**src/rtl/seq_shift_add_mult_pkg.sv**
```systemverilog
// Shared types and helpers for the sequential shift-add multiplier.
// Operand magnitudes are taken here so the datapath is always unsigned.
package mult_pkg;

    typedef enum logic [1:0] {
        IDLE,
        RUN,
        DONE
    } state_t;

    localparam int MAX_WIDTH = 16;

    function automatic logic [MAX_WIDTH:0] abs_ext(
        input logic [MAX_WIDTH:0] value,
        input logic               sign_en
    );
        if (sign_en && value[MAX_WIDTH]) begin
            abs_ext = -value;
        end else begin
            abs_ext = value;
        end
    endfunction

endpackage

```
**src/rtl/seq_shift_add_mult_if.sv**
```systemverilog
// Start/busy/done handshake and operand/result bus of the multiplier.
// The master drives requests, the slave (multiplier) answers.
interface seq_shift_add_mult_if #(
    parameter int WIDTH = 4
);
    logic                 start;
    logic                 is_signed;
    logic [WIDTH-1:0]     a;
    logic [WIDTH-1:0]     b;
    logic                 busy;
    logic                 done;
    logic [2*WIDTH-1:0]   product;

    modport master (
        output start, is_signed, a, b,
        input  busy, done, product
    );

    modport slave (
        input  start, is_signed, a, b,
        output busy, done, product
    );
endinterface

```
**src/rtl/seq_shift_add_mult_shift_add_step.sv**
```systemverilog
// One accumulation step: add the shifted multiplicand when the
// current multiplier bit is set.
module shift_add_step
    import mult_pkg::*;
#(
    parameter  int WIDTH = 4,
    localparam int AW    = 2 * WIDTH + 1,
    localparam int SW    = $clog2(WIDTH + 1)
) (
    input  logic [AW-1:0] acc_i,
    input  logic [WIDTH:0] mcand_i,
    input  logic          mult_bit_i,
    input  logic [SW-1:0] step_i,
    output logic [AW-1:0] acc_o
);

    logic [AW-1:0] addend;

    // Partial product for this step, zero when the bit is clear
    always_comb begin
        addend = '0;
        if (mult_bit_i) begin
            addend = AW'(mcand_i) << step_i;
        end
        acc_o = acc_i + addend;
    end

endmodule

```
**src/rtl/seq_shift_add_mult.sv**
```systemverilog
// Sequential shift-and-add multiplier, one partial product per clock.
// Signed operands are multiplied as magnitudes, sign applied at the end.
module seq_shift_add_mult
    import mult_pkg::*;
#(
    parameter int WIDTH      = 4,
    parameter int EARLY_EXIT = 1
) (
    input  logic                   clk,
    input  logic                   rst_n,
    seq_shift_add_mult_if.slave    bus
);

    localparam int AW  = 2 * WIDTH + 1;
    localparam int PW  = 2 * WIDTH;
    localparam int SW  = $clog2(WIDTH + 1);
    localparam int PAD = MAX_WIDTH + 1 - WIDTH;

    typedef logic [WIDTH:0] mag_t;

    state_t        state_q;
    mag_t          mcand_q;
    mag_t          mult_q;
    logic [AW-1:0] acc_q;
    logic [SW-1:0] step_q;
    logic          sign_q;
    logic          busy_q;
    logic          done_q;
    logic [PW-1:0] product_q;

    mag_t          mcand_d;
    mag_t          mult_d;
    logic          sign_d;
    logic [AW-1:0] acc_d;
    logic          last_step;
    logic [PW-1:0] prod_mag;
    logic [PW-1:0] result_d;

    shift_add_step #(
        .WIDTH (WIDTH)
    ) u_step (
        .acc_i      (acc_q),
        .mcand_i    (mcand_q),
        .mult_bit_i (mult_q[0]),
        .step_i     (step_q),
        .acc_o      (acc_d)
    );

    // Operand capture values, end-of-run detection and signed result
    always_comb begin
        mcand_d = mag_t'(abs_ext(
            {{PAD{bus.is_signed & bus.a[WIDTH-1]}}, bus.a},
            bus.is_signed));
        mult_d = mag_t'(abs_ext(
            {{PAD{bus.is_signed & bus.b[WIDTH-1]}}, bus.b},
            bus.is_signed));
        sign_d = bus.is_signed
               & (bus.a[WIDTH-1] ^ bus.b[WIDTH-1]);
        last_step = (step_q == SW'(WIDTH - 1))
                 || ((EARLY_EXIT != 0)
                     && ((mult_q >> 1) == '0));
        prod_mag = acc_d[PW-1:0];
        result_d = sign_q ? -prod_mag : prod_mag;
    end

    // Control FSM with registered handshake and result outputs
    always_ff @(posedge clk or negedge rst_n) begin
        if (!rst_n) begin
            state_q   <= IDLE;
            mcand_q   <= '0;
            mult_q    <= '0;
            acc_q     <= '0;
            step_q    <= '0;
            sign_q    <= 1'b0;
            busy_q    <= 1'b0;
            done_q    <= 1'b0;
            product_q <= '0;
        end else begin
            unique case (state_q)
                IDLE, DONE: begin
                    done_q <= 1'b0;
                    if (bus.start) begin
                        mcand_q <= mcand_d;
                        mult_q  <= mult_d;
                        sign_q  <= sign_d;
                        acc_q   <= '0;
                        step_q  <= '0;
                        busy_q  <= 1'b1;
                        state_q <= RUN;
                    end else begin
                        busy_q  <= 1'b0;
                        state_q <= IDLE;
                    end
                end
                RUN: begin
                    acc_q  <= acc_d;
                    mult_q <= mult_q >> 1;
                    step_q <= step_q + SW'(1);
                    if (last_step) begin
                        busy_q    <= 1'b0;
                        done_q    <= 1'b1;
                        product_q <= result_d;
                        state_q   <= DONE;
                    end
                end
                default: begin
                    state_q <= IDLE;
                end
            endcase
        end
    end

    assign bus.busy    = busy_q;
    assign bus.done    = done_q;
    assign bus.product = product_q;

endmodule

```
**src/flat_wrapper.sv**
```systemverilog
// flat-port wrapper written by rule: the top's interface ports become plain ports
module seq_shift_add_mult_flat import mult_pkg::*;
#(
    parameter int WIDTH      = 4,
    parameter int EARLY_EXIT = 1
)
  (clk, rst_n, bus_start, bus_is_signed, bus_a, bus_b, bus_busy, bus_done, bus_product);
  seq_shift_add_mult_if #(.WIDTH(WIDTH)) bus_i ();
  input  logic clk;
  input  logic rst_n;
  input wire logic [$bits(bus_i.start)-1:0] bus_start;
  input wire logic [$bits(bus_i.is_signed)-1:0] bus_is_signed;
  input wire logic [$bits(bus_i.a)-1:0] bus_a;
  input wire logic [$bits(bus_i.b)-1:0] bus_b;
  output wire logic [$bits(bus_i.busy)-1:0] bus_busy;
  output wire logic [$bits(bus_i.done)-1:0] bus_done;
  output wire logic [$bits(bus_i.product)-1:0] bus_product;
  assign bus_i.start = bus_start;
  assign bus_i.is_signed = bus_is_signed;
  assign bus_i.a = bus_a;
  assign bus_i.b = bus_b;
  assign bus_busy = bus_i.busy;
  assign bus_done = bus_i.done;
  assign bus_product = bus_i.product;
  seq_shift_add_mult #(.WIDTH(WIDTH), .EARLY_EXIT(EARLY_EXIT)) u_core (.clk(clk), .rst_n(rst_n), .bus(bus_i));
endmodule
```
**config.mk**
```make
export PLATFORM = sky130hd
export DESIGN_NAME = seq_shift_add_mult_flat
export DESIGN_NICKNAME = d
export VERILOG_FILES = /design/src/rtl/seq_shift_add_mult_pkg.sv /design/src/rtl/seq_shift_add_mult_if.sv /design/src/rtl/seq_shift_add_mult_shift_add_step.sv /design/src/rtl/seq_shift_add_mult.sv /design/src/flat_wrapper.sv
export SDC_FILE = /design/constraint.sdc
export NUM_CORES = 1
export LEC_CHECK = 0
export BUFFER_PORTS_ARGS = -buffer_cell sky130_fd_sc_hd__buf_2
export CORE_ASPECT_RATIO = 1.25
export CORE_MARGIN = 2
export CORE_UTILIZATION = 50
export CTS_CLUSTER_DIAMETER = 50
export CTS_CLUSTER_SIZE = 40
export DETAILED_ROUTE_END_ITERATION = 8
export PLACE_DENSITY_LB_ADDON = 0.05
export SYNTH_ARGS = -nofsm -noshare
export SYNTH_HDL_FRONTEND = slang
export SYNTH_SLANG_ARGS = --single-unit
```
**constraint.sdc**
```tcl
create_clock -name clk -period 2.98 [get_ports clk]
set_input_delay 0 -clock clk [delete_from_list [all_inputs] [get_ports clk]]
set_output_delay 0 -clock clk [all_outputs]
set_load 0.005 [all_outputs]
```
==> flow_summary.yaml, run 1 <==
drt:
  drt-initial-drc-count: 79
  avgRoutedWirePerCell_um: 13.9
  drtAntennaViolNets: 0
  drtPass1Iterations: 4
  vias_per_cell: 5.46
  wirelength_um: 4550
  vias: 1792
  drc: 0
clocking:
  clockRootBuffer: "clkbuf_8"
  htree_levels: 2
  cts_tree: "done"
  cts_sinks: 34
  numCtsBuffers: 5
  insertion_delay_ns: 0.29
  clk_pin_slew_ns: 0.08
  clock_path_buffers: 2
critical_path:
  r2r_end: "u_core.bus.product[7]$_DFFE_PN0P_"
  r2r_start: "u_core.step_q[2]$_DFFE_PN0P_"
  crit_path_start_kind: "flop"
  cp.arrival_ns: 3.07
  r2r_cells: 9
  critPathBufInv: 0
  crit_type: "flop to flop"
  cp_top_family: "simple AND/OR/NAND/NOR gates"
  path_cells: "nand2b_1 -> nor3b_2 -> ha_2 -> fa_2 -> or3_1 -> o21bai_1 -> o41ai_2 -> nand3_1 -> a31oi_1"
  critPathMaxStageDelay_ns: 0.44
  critPathMaxFanout: 5
  crit_path_top_delay_cell: "dfrtp_1"
  worstSetupEndpointType: "flop"
  critPathRequiredTime_ns: 3.19
  rrSetupSlack_ns: 0.12
sta:
  rsz0062_at_grt: "true"
  relSlewSlack_pct: 49.7
  period_share_pct: 95.9
  slew_viol_final: 0
  finalHoldViolations: 0
  finalHoldWorstSlack_ns: 0.00661
  fmax_ghz: 0.350
  min_period_ns: 2.86
  worst_pin_slew_ns: 0.754
  worst_clock_skew_ns: 0.00854
  postLayoutSetupSlackWorst_ns: 0.123
  setup_viol: 0
place:
  dp_hpwl_um: 3410
  placed_cell_area_mm2: 0.00238
  io_buffers: 21
  pre_cts_ws_ns: -0.0650
  place_congestion: 0.926
  dp.cells: 314
floorplanning:
  die_h_um: 76.3
  ios: 22
  die_x_um: 61.8
  initial_core_util_pct: 51.4
  core-area_mm2: 0.00407
  row_count: 26
  die-area_mm2: 0.00471
logic_synthesis:
  syn_inst: 225
  synth_area_mm2: 0.00209
  ys_types: 47
  yosysSeqAreaShare_pct: 40.7
  synth.avg_cell_area_um2: 9.28
  ys.warnings.count: 0
  async_flop_share_pct: 100
  synth_edf_count: 0
  ys_ff_latch: 34
  synthFlopType: "dfrtp_1"
  syn-num-nets: 250
hold_path:
  min_to: "u_core.sign_q$_DFFE_PN0P_"
  holdPathStages: 3
  hp-class: "input pin to flop"
  hold_start: "bus_is_signed"
layout:
  final_cell_mix: "dfrtp_1 (31), nand2_1 (29), o21ai_0 (23)"
  fin_area_mm2: 0.00257
  fin_util_pct: 63.3
  antennaDiodeCount: 0
  final_common_cell: "dfrtp_1"
  n_fill_cell: 381
  drive_gt1_share_pct: 25.7
  final_cells: 328
  final_nets: 296
  syn_to_final_growth_pct: 23.2
pwr:
  power_density_mw_per_mm2: 1090
  p_leak_nw: 1.24
  ir_worst_vdd_v: 0.000625
status:
  outcome: "finished clean"
flow_run:
  drv_cap: 0
global_route:
  antenna_found_initial: 0
  grt_pass1_vias: 1780
  grt_use_total_pct: 21.7
  grt_pass1_wl_um: 7890
  overflow: 0
  grt_max_degree: 35
per-stage QoR:
| stage | total power, mW | setup TNS [ns] |
|---|---|---|
| 2_1_floorplan | 1.79 | 0 |
| 3_3_place_gp | 2.32 | 0 |
| 3_5_place_dp | 2.35 | -0.0650 |
| 4_1_cts | 2.73 | 0 |
| 5_1_grt | 3.09 | -0.0236 |
| 6_report | 2.82 | 0 |
cells in the mapped netlist (3+ instances only):
library cell  number  share of area (%)
dfrtp_1           34                 41
nor2_1            15                2.7
nand2b_1           4                1.2
clkbuf_1           7                1.3
a21oi_1            3               0.72
o31ai_1            3                1.1
a22oi_1            3                1.1
xnor2_1            4                1.7
mux2i_1            4                1.9
xor2_1             7                2.9
or3_1              3               0.90
a31oi_1            3               0.90
mux2_2             4                2.2
nor2b_1            7                2.1
nand3_1            6                1.4
o21ai_0           24                5.8
o21ai_1            3               0.72
and2_1             3               0.90
inv_1             13                2.3
a22o_1             5                2.1
ha_1              12                7.2
nand2_1           29                5.2
kinds of logic (layout without fill, tap and decap cells):
logic type | count (synthesis) | count (layout) | synth area share [%]
AND/OR/NAND/NOR | 75 | 75 | 17.1
AO/OA/AOI/OAI | 63 | 63 | 20.7
flip-flops | 34 | 34 | 40.7
buffers and inverters | 20 | 67 | 3.60
adder cells (fa/ha/maj) | 13 | 13 | 8.15
XOR/XNOR | 11 | 11 | 4.61
multiplexers | 9 | 9 | 5.15
worst max path at each step:
stage,start,to,slack [ns],cells past startpoint
finish,u_core.step_q[2]$_DFFE_PN0P_,u_core.bus.product[7]$_DFFE_PN0P_,0.12,9
global route,u_core.step_q[0]$_DFFE_PN0P_,u_core.bus.product[7]$_DFFE_PN0P_,-0.02,10
CTS,u_core.step_q[0]$_DFFE_PN0P_,u_core.bus.product[6]$_DFFE_PN0P_,0.06,12
detailed placement,u_core.step_q[0]$_DFFE_PN0P_,u_core.bus.product[7]$_DFFE_PN0P_,-0.07,11
global placement,u_core.step_q[0]$_DFFE_PN0P_,u_core.bus.product[7]$_DFFE_PN0P_,0.04,11
floorplan,u_core.step_q[0]$_DFFE_PN0P_,u_core.bus.product[7]$_DFFE_PN0P_,0.005,10
flip-flops by register name, summed over array words and instances (netlist names):
signal              cells
u_core.acc_q            8
u_core.bus.product      8
u_core.mcand_q          5
u_core.mult_q           5
u_core.step_q           3
u_core.state_q          2
u_core.bus.busy         1
u_core.bus.done         1
u_core.sign_q           1
per-layer routing:
metal,vias to the layer above,track usage [%],share of wire [%]
met2,29,35.9,51
met1,852,28.1,46
met5,-,0,0
li1,905,-,-
met4,0,6.60,1.2
met3,6,3.74,2.5
area by class of cell:
cell class	instances	area, µm²	area share, %
clock buffers	6	82.6	3.21
clock inverters	2	12.5	0.486
inverters	13	48.8	1.90
multi-input cells	171	1210	46.9
flip-flops and latches	34	855	33.2
well taps	56	70.1	2.72
repair buffers	46	298	11.6
worst reg2reg max path: cells and delay by family (launching register included):
kind	cells	cell delay, ns
AOI/OAI and AO/OA	3	0.78
adders and majority gates	2	0.65
DFF	1	0.44
and+or+nand+nor	4	0.92
what timing repair did:
action	in CTS	in global routing
hold buffers	3	0
buffers inserted	0	3
endpoints found under the hold margin	36	0
endpoints found under the setup margin	1	4
pin swaps	0	5
resized for setup	2	10
power breakdown:
part / internal [mW] / total, mW / switching (mW) / leakage (nW)
Combinational: 0.771 / 1.64 / 0.867 / 0.752
Clock: 0.186 / 0.367 / 0.181 / 0.0472
Sequential: 0.652 / 0.810 / 0.159 / 0.437
Total: 1.61 / 2.82 / 1.21 / 1.24
No activity file was read; power rests on OpenSTA's default activity.
==> inputs of run 2 (changes only) <==
- CORE_ASPECT_RATIO: 1.25 -> unset
==> run 2 against run 1 <==
Largest power group unchanged. Global-route usage increased by 0.66 points. Clock power decreased by 2%. Critical path depth increased by 3. Routed wire length increased by 1.7%. Critical path type unchanged. Core utilization increased by 1.6 points. Clock skew decreased by 0.0045 ns. Sequential share of layout area decreased by 0.27 points. Setup slack got worse by 0.0043 ns. Die area about the same.
==> flow_summary.yaml, run 2 (synthesis gave the netlist of run 1 again) <==
pwr:
  pwr-share-clk_pct: 12.6
  swShare_pct: 42.9
  intPower_mw: 1.63
  ir_worst_vdd_v: 0.000722
  power_density_mw_per_mm2: 1100
  p_leak_nw: 1.23
  p_seq_share_pct: 28.3
  combPwrFrac_pct: 59.1
  power_mw: 2.86
  p_switching_mw: 1.22
clocking:
  htree_levels: 2
  clockRootBuffer: "clkbuf_8"
  cts_sinks: 34
  clock_path_buffers: 2
  insertion_delay_ns: 0.29
  cts_tree: "done"
  clk_pin_slew_ns: 0.07
  numCtsBuffers: 5
critical_path:
  critPathRequiredTime_ns: 3.19
  crit_path_start_kind: "flop"
  cp.arrival_ns: 3.08
  crit_type: "flop to flop"
  rrSetupSlack_ns: 0.12
  worstSetupEndpointType: "flop"
  critPathMaxFanout: 6
global_route:
  overflow: 0
  grt_pass1_vias: 1635
  grt_max_degree: 35
  grt_use_total_pct: 22.3
  antenna_found_initial: 0
  grt_pass1_wl_um: 7550
floorplanning:
  core-area_mm2: 0.00400
  initial_core_util_pct: 52.2
  die_h_um: 68.6
  die-area_mm2: 0.00471
  die_x_um: 68.6
  ios: 22
  row_count: 23
drt:
  wirelength_um: 4620
  vias_per_cell: 5.48
  drtAntennaViolNets: 0
  drt-initial-drc-count: 68
  drc: 0
  avgRoutedWirePerCell_um: 14.4
  vias: 1758
  drtPass1Iterations: 4
layout:
  seq_area_um2: 855
  final_cells: 321
  drive_gt1_share_pct: 26.6
  final_cell_mix: "dfrtp_1 (31), nand2_1 (29), o21ai_0 (22)"
  n_fill_cell: 357
  final_nets: 295
  syn_to_final_growth_pct: 24.3
  antennaDiodeCount: 0
  multi_input_area_mm2: 0.00123
  final_common_cell: "dfrtp_1"
status:
  outcome: "finished clean"
place:
  place_congestion: 0.892
  io_buffers: 21
  dp_hpwl_um: 3350
  pre_cts_ws_ns: -0.0385
  dp.cells: 307
sta:
  worst_clock_skew_ns: 0.00405
  postLayoutSetupSlackWorst_ns: 0.118
  fmax_ghz: 0.349
  period_share_pct: 96.0
  setup_viol: 0
  min_period_ns: 2.86
  relSlewSlack_pct: 50.5
  worst_pin_slew_ns: 0.742
  slew_viol_final: 0
  rsz0062_at_grt: "true"
  finalHoldViolations: 0
hold_path:
  hp-class: "input pin to flop"
flow_run:
  drv_cap: 0
-- run 2: cell count changes in the layout (fill, tap and decap cells not counted), sizes merged --
cell,delta
buf,-1
clkbuf,-1
dlygate4sd3,+1
-- run 2: power groups by stage --
stage	clock network (mW)	registers (mW)	logic [mW]
after global routing	0.387	0.837	1.88
after CTS	0.371	0.802	1.57
after global placement	0	0.805	1.52
final	0.360	0.808	1.69
after detailed placement	0	0.809	1.53
after floorplan	0	0.776	1.01
-- run 2: final cells by class --
cell class / instances / share of cell area [%]
Inverter: 13 / 1.88
Sequential cell: 34 / 32.9
Multi-Input combinational cell: 171 / 47.6
Clock buffer: 6 / 3.18
Clock inverter: 2 / 0.482
Tap cell: 50 / 2.41
Timing Repair Buffer: 45 / 11.5
-- run 2: critical path, stage by stage (launching register included) --
cell and delay (ns):
dfrtp_2 0.42, mux2_2 0.34, nand2_1 0.08, a21oi_2 0.05
a31oi_1 0.15, nor2b_1 0.07, ha_1 0.34, nor3b_1 0.17
a221oi_2 0.25, o311ai_4 0.18, o41ai_2 0.45, nand3_1 0.12
a31oi_1 0.17
-- run 2: metal layers --
| metal | track usage [%] | share of wire, % | wire [µm] |
|---|---|---|---|
| met4 | 8.25 | 1.3 | 59 |
| met5 | 0 | 0 | 0 |
| met1 | 28.3 | 46 | 2150 |
| met3 | 4.38 | 2.7 | 127 |
| met2 | 37.6 | 50 | 2290 |
-- run 2: timing repair --
action / 4_1_cts / 5_1_grt
pin swaps: 0 / 6
hold buffers: 4 / 0
endpoints found under the setup margin: 2 / 4
hold endpoints to repair: 37 / 0
setup buffers: 0 / 2
resized for setup: 2 / 17
-- run 2: worst paths after layout --
kind / startpoint / endpoint / depth (start not counted)
hold / removal: bus_a[0] / u_core.mcand_q[0]$_DFFE_PN0P_ / 3
min in group asynchronous: rst_n / u_core.bus.product[6]$_DFFE_PN0P_ / 2
hold reg to reg: u_core.bus.product[0]$_DFFE_PN0P_ / u_core.bus.product[0]$_DFFE_PN0P_ / 2
setup reg to reg: u_core.step_q[2]$_DFFE_PN0P_ / u_core.bus.product[7]$_DFFE_PN0P_ / 12
setup / recovery: u_core.step_q[2]$_DFFE_PN0P_ / u_core.bus.product[7]$_DFFE_PN0P_ / 12
max in group asynchronous: rst_n / u_core.step_q[2]$_DFFE_PN0P_ / 2
-- run 2: through the flow --
step / cell area [µm²] / hold slack, ns / TNS [ns] / util [%]
CTS: 2510 / 0.000896 / 0 / 62.9
detailed placement: 2360 / 0.115 / -0.0385 / 59.1
floorplan: 2090 / -0.296 / 0 / -
finish: 2590 / 0.00950 / 0 / 64.9
global placement: 2360 / 0.110 / 0 / 59.1
global route: 2590 / 0.0338 / -0.168 / 64.9
